$ cat src/rtl/fetch_sequencer_if.sv
// rtl/fetch_sequencer_if.sv - instruction-memory and decode-stage handshake bundle for fetch_sequencer
interface fetch_sequencer_if;
    logic        imem_req;
    logic [31:0] imem_addr;
    logic        imem_gnt;
    logic        imem_rvalid;
    logic [31:0] imem_rdata;
    logic        inst_valid;
    logic [31:0] inst;
    logic [31:0] inst_pc;
    logic        inst_ready;

    modport master (
        output imem_req, imem_addr, inst_valid, inst, inst_pc,
        input  imem_gnt, imem_rvalid, imem_rdata, inst_ready
    );

    modport slave (
        input  imem_req, imem_addr, inst_valid, inst, inst_pc,
        output imem_gnt, imem_rvalid, imem_rdata, inst_ready
    );
endinterface

$ cat src/rtl/fetch_sequencer.sv
// rtl/fetch_sequencer.sv - single-outstanding instruction fetch sequencer (optional FETCH_SEQUENCER_MISALIGN_TRAP_EN)
module fetch_sequencer #(
    parameter logic [31:0] RESET_PC = 32'h0000_0000,
    parameter int unsigned PC_STEP  = 4
) (
    input  logic                      clk,
    input  logic                      rst_n,
    fetch_sequencer_if.master         bus,
    input  logic                      redirect,
    input  logic [31:0]               redirect_pc,
    input  logic                      halt_req,
    output logic                      busy,
    output logic                      misalign
);

    typedef enum logic [2:0] {
        S_IDLE = 3'd0,
        S_REQ  = 3'd1,
        S_RESP = 3'd2,
        S_HOLD = 3'd3,
        S_HALT = 3'd4
    } state_t;

    state_t      state_q, state_d;
    logic [31:0] pc_q, pc_d;
    logic [31:0] inst_q, inst_d;
    logic [31:0] inst_pc_q, inst_pc_d;
    logic        inst_valid_q, inst_valid_d;
    logic        kill_q, kill_d;
    logic        misalign_q, misalign_d;

    logic [31:0] redir_target;
    logic        redir_bad;
    logic        stop;

    // Redirect target qualification: trap on misaligned targets, or silently align them
`ifdef FETCH_SEQUENCER_MISALIGN_TRAP_EN
    always_comb begin
        redir_target = redirect_pc;
        redir_bad    = redirect && (redirect_pc[1:0] != 2'b00);
    end
`else
    logic unused_redirect_low;
    always_comb begin
        redir_target        = {redirect_pc[31:2], 2'b00};
        redir_bad           = 1'b0;
        unused_redirect_low = ^redirect_pc[1:0];
    end
`endif

    // State and datapath registers
    always_ff @(posedge clk or negedge rst_n) begin
        if (!rst_n) begin
            state_q      <= S_IDLE;
            pc_q         <= RESET_PC;
            inst_q       <= 32'h0;
            inst_pc_q    <= 32'h0;
            inst_valid_q <= 1'b0;
            kill_q       <= 1'b0;
            misalign_q   <= 1'b0;
        end else begin
            state_q      <= state_d;
            pc_q         <= pc_d;
            inst_q       <= inst_d;
            inst_pc_q    <= inst_pc_d;
            inst_valid_q <= inst_valid_d;
            kill_q       <= kill_d;
            misalign_q   <= misalign_d;
        end
    end

    // Next-state and datapath update; a redirect always retargets pc, the last one wins
    always_comb begin
        state_d      = state_q;
        pc_d         = pc_q;
        inst_d       = inst_q;
        inst_pc_d    = inst_pc_q;
        inst_valid_d = inst_valid_q;
        kill_d       = kill_q;
        misalign_d   = misalign_q | redir_bad;
        stop         = misalign_d | halt_req;

        if (redirect) begin
            pc_d = redir_target;
        end

        case (state_q)
            S_IDLE: begin
                state_d = stop ? S_HALT : S_REQ;
            end
            S_REQ: begin
                if (bus.imem_gnt) begin
                    // A redirect racing the grant leaves a stale response in flight
                    state_d = S_RESP;
                    kill_d  = redirect;
                end else if (stop) begin
                    state_d = S_HALT;
                end
            end
            S_RESP: begin
                if (bus.imem_rvalid) begin
                    if (kill_q || redirect) begin
                        kill_d  = 1'b0;
                        state_d = stop ? S_HALT : S_REQ;
                    end else begin
                        inst_d       = bus.imem_rdata;
                        inst_pc_d    = pc_q;
                        inst_valid_d = 1'b1;
                        pc_d         = pc_q + 32'(PC_STEP);
                        state_d      = S_HOLD;
                    end
                end else if (redirect) begin
                    kill_d = 1'b1;
                end
            end
            S_HOLD: begin
                if (redirect || bus.inst_ready) begin
                    inst_valid_d = 1'b0;
                    state_d      = stop ? S_HALT : S_REQ;
                end
            end
            S_HALT: begin
                if (!stop) begin
                    state_d = S_REQ;
                end
            end
            default: begin
                state_d = S_IDLE;
            end
        endcase
    end

    // Outputs decoded from registered state
    always_comb begin
        bus.imem_req   = (state_q == S_REQ);
        bus.imem_addr  = pc_q;
        bus.inst_valid = inst_valid_q;
        bus.inst       = inst_q;
        bus.inst_pc    = inst_pc_q;
        busy           = (state_q == S_RESP);
        misalign       = misalign_q;
    end

endmodule

$ cat src/flat_wrapper.sv
// flat-port wrapper written by rule: the top's interface ports become plain ports
module fetch_sequencer_flat 
#(
    parameter logic [31:0] RESET_PC = 32'h0000_0000,
    parameter int unsigned PC_STEP  = 4
)
  (clk, rst_n, redirect, redirect_pc, halt_req, busy, misalign, bus_imem_req, bus_imem_addr, bus_inst_valid, bus_inst, bus_inst_pc, bus_imem_gnt, bus_imem_rvalid, bus_imem_rdata, bus_inst_ready);
  fetch_sequencer_if bus_i ();
  input  logic clk;
  input  logic rst_n;
  input  logic redirect;
  input  logic [31:0] redirect_pc;
  input  logic halt_req;
  output logic busy;
  output logic misalign;
  output wire logic [$bits(bus_i.imem_req)-1:0] bus_imem_req;
  output wire logic [$bits(bus_i.imem_addr)-1:0] bus_imem_addr;
  output wire logic [$bits(bus_i.inst_valid)-1:0] bus_inst_valid;
  output wire logic [$bits(bus_i.inst)-1:0] bus_inst;
  output wire logic [$bits(bus_i.inst_pc)-1:0] bus_inst_pc;
  input wire logic [$bits(bus_i.imem_gnt)-1:0] bus_imem_gnt;
  input wire logic [$bits(bus_i.imem_rvalid)-1:0] bus_imem_rvalid;
  input wire logic [$bits(bus_i.imem_rdata)-1:0] bus_imem_rdata;
  input wire logic [$bits(bus_i.inst_ready)-1:0] bus_inst_ready;
  assign bus_imem_req = bus_i.imem_req;
  assign bus_imem_addr = bus_i.imem_addr;
  assign bus_inst_valid = bus_i.inst_valid;
  assign bus_inst = bus_i.inst;
  assign bus_inst_pc = bus_i.inst_pc;
  assign bus_i.imem_gnt = bus_imem_gnt;
  assign bus_i.imem_rvalid = bus_imem_rvalid;
  assign bus_i.imem_rdata = bus_imem_rdata;
  assign bus_i.inst_ready = bus_inst_ready;
  fetch_sequencer #(.RESET_PC(RESET_PC), .PC_STEP(PC_STEP)) u_core (.clk(clk), .rst_n(rst_n), .bus(bus_i), .redirect(redirect), .redirect_pc(redirect_pc), .halt_req(halt_req), .busy(busy), .misalign(misalign));
endmodule
$ cat config.mk
export PLATFORM = sky130hd
export DESIGN_NAME = fetch_sequencer_flat
export DESIGN_NICKNAME = d
export VERILOG_FILES = /design/src/rtl/fetch_sequencer_if.sv /design/src/rtl/fetch_sequencer.sv /design/src/flat_wrapper.sv
export SDC_FILE = /design/constraint.sdc
export NUM_CORES = 1
export LEC_CHECK = 0
export CORE_MARGIN = 10
export CORE_UTILIZATION = 44
export CTS_CLUSTER_DIAMETER = 120
export DETAILED_ROUTE_END_ITERATION = 10
export GPL_ROUTABILITY_DRIVEN = 1
export GPL_TIMING_DRIVEN = 0
export PLACE_DENSITY = 0.8
export SLEW_MARGIN = 10
export SYNTH_ARGS = -nofsm -noshare
export SYNTH_HDL_FRONTEND = slang
export SYNTH_SLANG_ARGS = --single-unit
$ cat constraint.sdc
create_clock -name clk -period 2.9 [get_ports clk]
set_input_delay 0.725 -clock clk [delete_from_list [all_inputs] [get_ports clk]]
set_output_delay 0.725 -clock clk [all_outputs]
set_load 0.005 [all_outputs]
Yosys cells after proc, flatten, opt, wreduce, memory -nomap -nowiden
Index checks and enable logic that the tools add are counted.
W data, S select, Z words.
- register bits after elaboration: 101
- word-level logic and storage cells: 50
- add/sub/neg operators: 1
- equal/unequal tests: 12
- multiplexer cells: 21
- bitwise gates (word level): 1
- reduce and logical (&&, ||, !) cells: 9
- operators by type and width (cell ; count):
    $mux W32 ; 4
    $add A32 B3 Y32 const B ; 1
    $mux W3 ; 7
    $pmux W3 S5 ; 1
    $reduce_and A4 Y1 ; 3
    $mux W1 ; 7
    $eq A3 B2 Y1 const B ; 2
    $ne A2 B1 Y1 const B ; 3
    $ne A3 B2 Y1 const B ; 2
    $ne A2 B2 Y1 const B ; 2
    $pmux W1 S2 ; 2
    $reduce_bool A2 Y1 ; 2
    $eq A3 B1 Y1 const B ; 1
    $eq A3 B3 Y1 const B ; 1
    $logic_not A3 Y1 ; 1
    $ne A3 B1 Y1 const B ; 1
    $reduce_and A3 Y1 ; 1
    $logic_or A1 B1 Y1 ; 2
    $not A1 Y1 ; 1

Logic depth before layout (Yosys ltp)
- depth in word-level cells: 4
- depth in mapped cells: 8
- mapped depth without buffers: 6

Least setup slack after synthesis
Ideal clock, no wire load.
- path type: reg2reg
- start point: register u_core.pc_q[8] (netlist: u_core.bus.imem_addr[8])
- end point: register u_core.pc_q[31] (netlist: u_core.bus.imem_addr[31])
- data arrival time: 2041 ps
- data required time: 2818 ps
- setup slack: 777 ps
- stages on the path, launching flop included: 8
- path buffers: 2
- cell sequence: dfrtp_1 buf_4 and4_1 buf_6 nand3_4 or4_4 or4_1 a31oi_1
- cells in the longest elaborated chain, start to end: 4
- RTL lines (what ; RTL line ; source):
    from (decl) ; fetch_sequencer.sv:25 ; logic [31:0] pc_q, pc_d;
    from (signal assigned) ; fetch_sequencer.sv:63 ; pc_q <= pc_d;
    $add A32 B3 Y32 ; fetch_sequencer.sv:109 ; pc_d = pc_q + 32'(PC_STEP);
    $mux W32 ; fetch_sequencer.sv:102 ; if (kill_q || redirect) begin
    $mux W32 ; fetch_sequencer.sv:101 ; if (bus.imem_rvalid) begin
    $mux W32 ; fetch_sequencer.sv:87 ; case (state_q)
    net u_core.pc_d[31] ; fetch_sequencer.sv:25 ;
The timed path passes the listed nets, and every way through them passes these cells.
A chain may end at the register's enable or synchronous reset.

Final worst setup path
- start point: input redirect
- end point: register u_core.pc_q[31] (netlist: u_core.bus.imem_addr[31])
- cells in the longest elaborated chain, start to end: 4
- RTL lines (what ; RTL line ; source):
    from (decl) ; flat_wrapper.sv:11 ; input logic redirect;
    $mux W32 / $logic_or A1 B1 Y1 (equally long branches) ; fetch_sequencer.sv:83, fetch_sequencer.sv:102 ;
    $mux W32 ; fetch_sequencer.sv:102 ;
    $mux W32 ; fetch_sequencer.sv:101 ;
    $mux W32 * ; fetch_sequencer.sv:87 ;
    net u_core.pc_d[31] ; fetch_sequencer.sv:25 ;
The timed path passes the listed nets; every way through them passes the cells marked *.

==> out/metrics.json <==
{
  "floorplanning": {
    "dieArea_sq_um": 14700,
    "number_of_cell_rows": 36,
    "initial_utilization": 0.457,
    "die_width_um": 121,
    "floorplan.io_pins": 171,
    "placeableCoreArea_sq_um": 9860,
    "die-height_um": 121
  },
  "detailed_routing": {
    "drc": 0,
    "antenna_viol_nets_final": 0,
    "routed_wl_mm": 14.9,
    "wl_per_cell_um": 18.0,
    "drt_first_iter_violations": 414,
    "detailedRoute.firstPassIterationCount": 5,
    "drt-vias-per-instance": 5.37,
    "dr_total_vias": 4468
  },
  "logic_synthesis": {
    "flip_flop_and_latch_count_after_synthesis": 101,
    "yosysWarnings": 0,
    "synthesis.area_sq_um": 4510,
    "synthesized_instance_count": 515,
    "postSynth.asyncResetShare": 1.00,
    "edff_count_synth": 0,
    "ys.flop_type": "sky130_fd_sc_hd__dfrtp_1",
    "synth.distinct_cells": 44,
    "synth_area_per_cell_sq_um": 8.76,
    "synth.yosys.seq_area_share": 0.560,
    "mappedNetlistNets": 587
  },
  "placement": {
    "place_worst_setup_slack_ns": -0.348,
    "number_of_buffer_cells_added_on_primary_ports": 167,
    "routabilityCongestion": 0.883,
    "dpl-instance-area_sq_um": 6370,
    "dp_hpwl_mm": 11.5
  },
  "timing": {
    "finalMaxSlewViolations": 0,
    "final_period_utilization": 0.917,
    "setup_viol_count_final": 0,
    "timing_hold_violations_final": 0,
    "rsz_0062_raised_after_global_routing": "false",
    "fin_setup_tns_ns": 0,
    "tightestPinTransition_ns": 0.667,
    "period_needed_ns": 2.66,
    "fin_worst_hold_slack_ns": 0.317,
    "timing.clock.skew_ns": 0.0152,
    "final_critical_path_setup_slack_ns": 0.240,
    "maxSlewHeadroom": 0.555,
    "timing.fmax_mhz": 376
  },
  "finish": {
    "post_route_cell_area_sq_um": 6570,
    "num-fill-cells": 786,
    "areaGrowthSynthToFinish_pct": 45.6,
    "layout_nets": 766,
    "num_antenna_cells": 0,
    "drive_gt1_frac": 0.0443
  },
  "setup_path": {
    "critical_path_class": "input port to register",
    "reg2reg_to": "u_core.bus.inst[13]",
    "crit_path_end": "u_core.bus.imem_addr[31]",
    "worstReg2RegStart": "u_core.state_q[2]",
    "timing.critical_path.required_ns": 3.12,
    "cp-end-kind": "register",
    "reg2reg_depth": 7,
    "crit_start": "redirect",
    "worst-endpoint-arrival_ns": 2.88,
    "cp_max_fo": 10,
    "cp-start-kind": "input port",
    "worst-r2r-setup-slack_ns": 0.49
  },
  "cts": {
    "h-tree-depth": 3,
    "worstSkewPairLatency_ns": 0.36,
    "cts_tree": "done",
    "cts_hold_buf": 0,
    "clock_sinks": 101,
    "cts_buffers": 9,
    "clock_tree.root_cell": "sky130_fd_sc_hd__clkbuf_8",
    "ctsLongestPathBuffers": 2,
    "postCtsSetupRepairBufs": 0,
    "cts_repair_resize_count": 0,
    "clock_slew_at_the_register_clock_pins_of_the_worst_setup_and_hold_paths_ns": 0.10
  },
  "power_and_ir_drop": {
    "power_density_nw_per_um2": 709,
    "switching_power_mw": 1.44,
    "power.ir.vdd_worst_uv": 377,
    "share_clk_of_total_power": 0.182,
    "switching_share": 0.309,
    "leak_nw": 2.95,
    "post_layout_power_mw": 4.66,
    "flop_pwr_share": 0.455,
    "combinationalPowerShare": 0.363,
    "cellInternalPower_mw": 3.21
  },
  "flow_run": {
    "maxCapViolations": 0
  },
  "global_route": {
    "gr-usage-all-layers": 0.195,
    "first_global_vias": 4417,
    "grt_start_max_net_pins": 64,
    "grt.overflow.total": 0,
    "wire_length_of_the_first_global_routing_pass_mm": 23.0,
    "initial_antenna_violation_count": 0
  },
  "min_path": {
    "hold_path.class": "input port to async pin"
  },
  "status": {
    "run_status": "complete, no violations"
  }
}
## critical path: stages
cell                              delay (ns)
sky130_fd_sc_hd__clkdlybuf4s50_1        0.43
sky130_fd_sc_hd__nor3_1                 0.29
sky130_fd_sc_hd__and3_1                 0.21
sky130_fd_sc_hd__clkbuf_1               0.31
sky130_fd_sc_hd__clkbuf_2               0.35
sky130_fd_sc_hd__buf_1                  0.42
sky130_fd_sc_hd__a31oi_1                0.14
## layout by cell type, fill, tap and decap left out, types with 5 or more instances in the layout
master                            instances
sky130_fd_sc_hd__or3_1                    5
sky130_fd_sc_hd__nand2_1                201
sky130_fd_sc_hd__buf_1                    5
sky130_fd_sc_hd__inv_1                    7
sky130_fd_sc_hd__clkdlybuf4s50_1        166
sky130_fd_sc_hd__nor3_1                  25
sky130_fd_sc_hd__a211oi_1                 8
sky130_fd_sc_hd__a311oi_1                 6
sky130_fd_sc_hd__and3_1                   6
sky130_fd_sc_hd__nand3_1                 12
sky130_fd_sc_hd__a21oi_1                 12
sky130_fd_sc_hd__nor4_1                   5
sky130_fd_sc_hd__clkbuf_1                18
sky130_fd_sc_hd__clkbuf_8                11
sky130_fd_sc_hd__o22ai_1                  8
sky130_fd_sc_hd__nor2_1                  26
sky130_fd_sc_hd__dfrtp_1                101
sky130_fd_sc_hd__o21ai_0                 16
## registers in the layout, indices dropped and copies added, names as in the netlist
signal                 count
u_core.bus.inst_valid      1
u_core.bus.imem_addr      32
u_core.bus.inst           32
u_core.state_q             3
u_core.bus.inst_pc        32
u_core.kill_q              1
## Yosys cell counts, types with 7 or more instances
| cell type | number | area share |
|---|---|---|
| sky130_fd_sc_hd__a211oi_1 | 8 | 0.013 |
| sky130_fd_sc_hd__a21oi_1 | 12 | 0.013 |
| sky130_fd_sc_hd__nand3_1 | 12 | 0.013 |
| sky130_fd_sc_hd__nand2_1 | 201 | 0.17 |
| sky130_fd_sc_hd__nor2_1 | 26 | 0.022 |
| sky130_fd_sc_hd__o22ai_1 | 8 | 0.011 |
| sky130_fd_sc_hd__dfrtp_1 | 101 | 0.56 |
| sky130_fd_sc_hd__nor3_1 | 25 | 0.028 |
| sky130_fd_sc_hd__clkbuf_1 | 19 | 0.016 |
| sky130_fd_sc_hd__inv_1 | 7 | 0.0058 |
| sky130_fd_sc_hd__o21ai_0 | 16 | 0.018 |
| sky130_fd_sc_hd__buf_1 | 7 | 0.0058 |
## power groups by stage
stage	clock network, mW	registers (mW)	logic [mW]
final	0.849	2.12	1.69
after floorplan	0	2.15	0.525
after global routing	0.922	2.17	1.85
after detailed placement	0	2.15	1.72
after global placement	0	2.12	1.67
after CTS	0.864	2.12	1.73
## logic make-up after synthesis
family / share of synthesized area
other cells: 0.000831
buf+inv: 0.0333
fa+ha+maj: 0.00277
flops: 0.560
mux: 0.00888
compound gates: 0.101
simple gates: 0.293
## routing by layer
| layer | global-route usage | vias to the layer above | wire length (um) |
|---|---|---|---|
| met5 | 0 | - | 0 |
| met4 | 0.0678 | 0 | 361 |
| met3 | 0.0586 | 36 | 1400 |
| met2 | 0.334 | 189 | 7380 |
| met1 | 0.227 | 2134 | 5810 |
| li1 | - | 2109 | - |
## worst min path at each step
stage                               start                       to  slack (ns)
global route                        rst_n      u_core.bus.inst[11]        0.35
CTS                                 rst_n      u_core.bus.inst[11]        0.34
global placement      u_core.bus.inst[14]      u_core.bus.inst[14]        0.46
finish                              rst_n      u_core.bus.inst[11]        0.32
floorplan                           rst_n  u_core.bus.imem_addr[0]        0.43
detailed placement  u_core.bus.inst_pc[1]    u_core.bus.inst_pc[1]        0.46
## stage by stage
step / utilization / cells
final: 0.666 / 832
after global routing: 0.666 / 832
after floorplan: - / 515
after CTS: 0.665 / 832
after global placement: 0.644 / 815
after detailed placement: 0.646 / 816
## final cells by class
class / instances / area (sq um) / area share
clock buffer: 12 / 155 / 0.0236
sequential: 101 / 2530 / 0.385
buffer: 29 / 129 / 0.0196
inverter: 7 / 26.3 / 0.00400
multi-input combinational: 378 / 1830 / 0.279
timing repair buffer: 168 / 1700 / 0.258
tap: 133 / 166 / 0.0253
clock inverter: 4 / 32.5 / 0.00495
(Power assumes the default switching activity.)
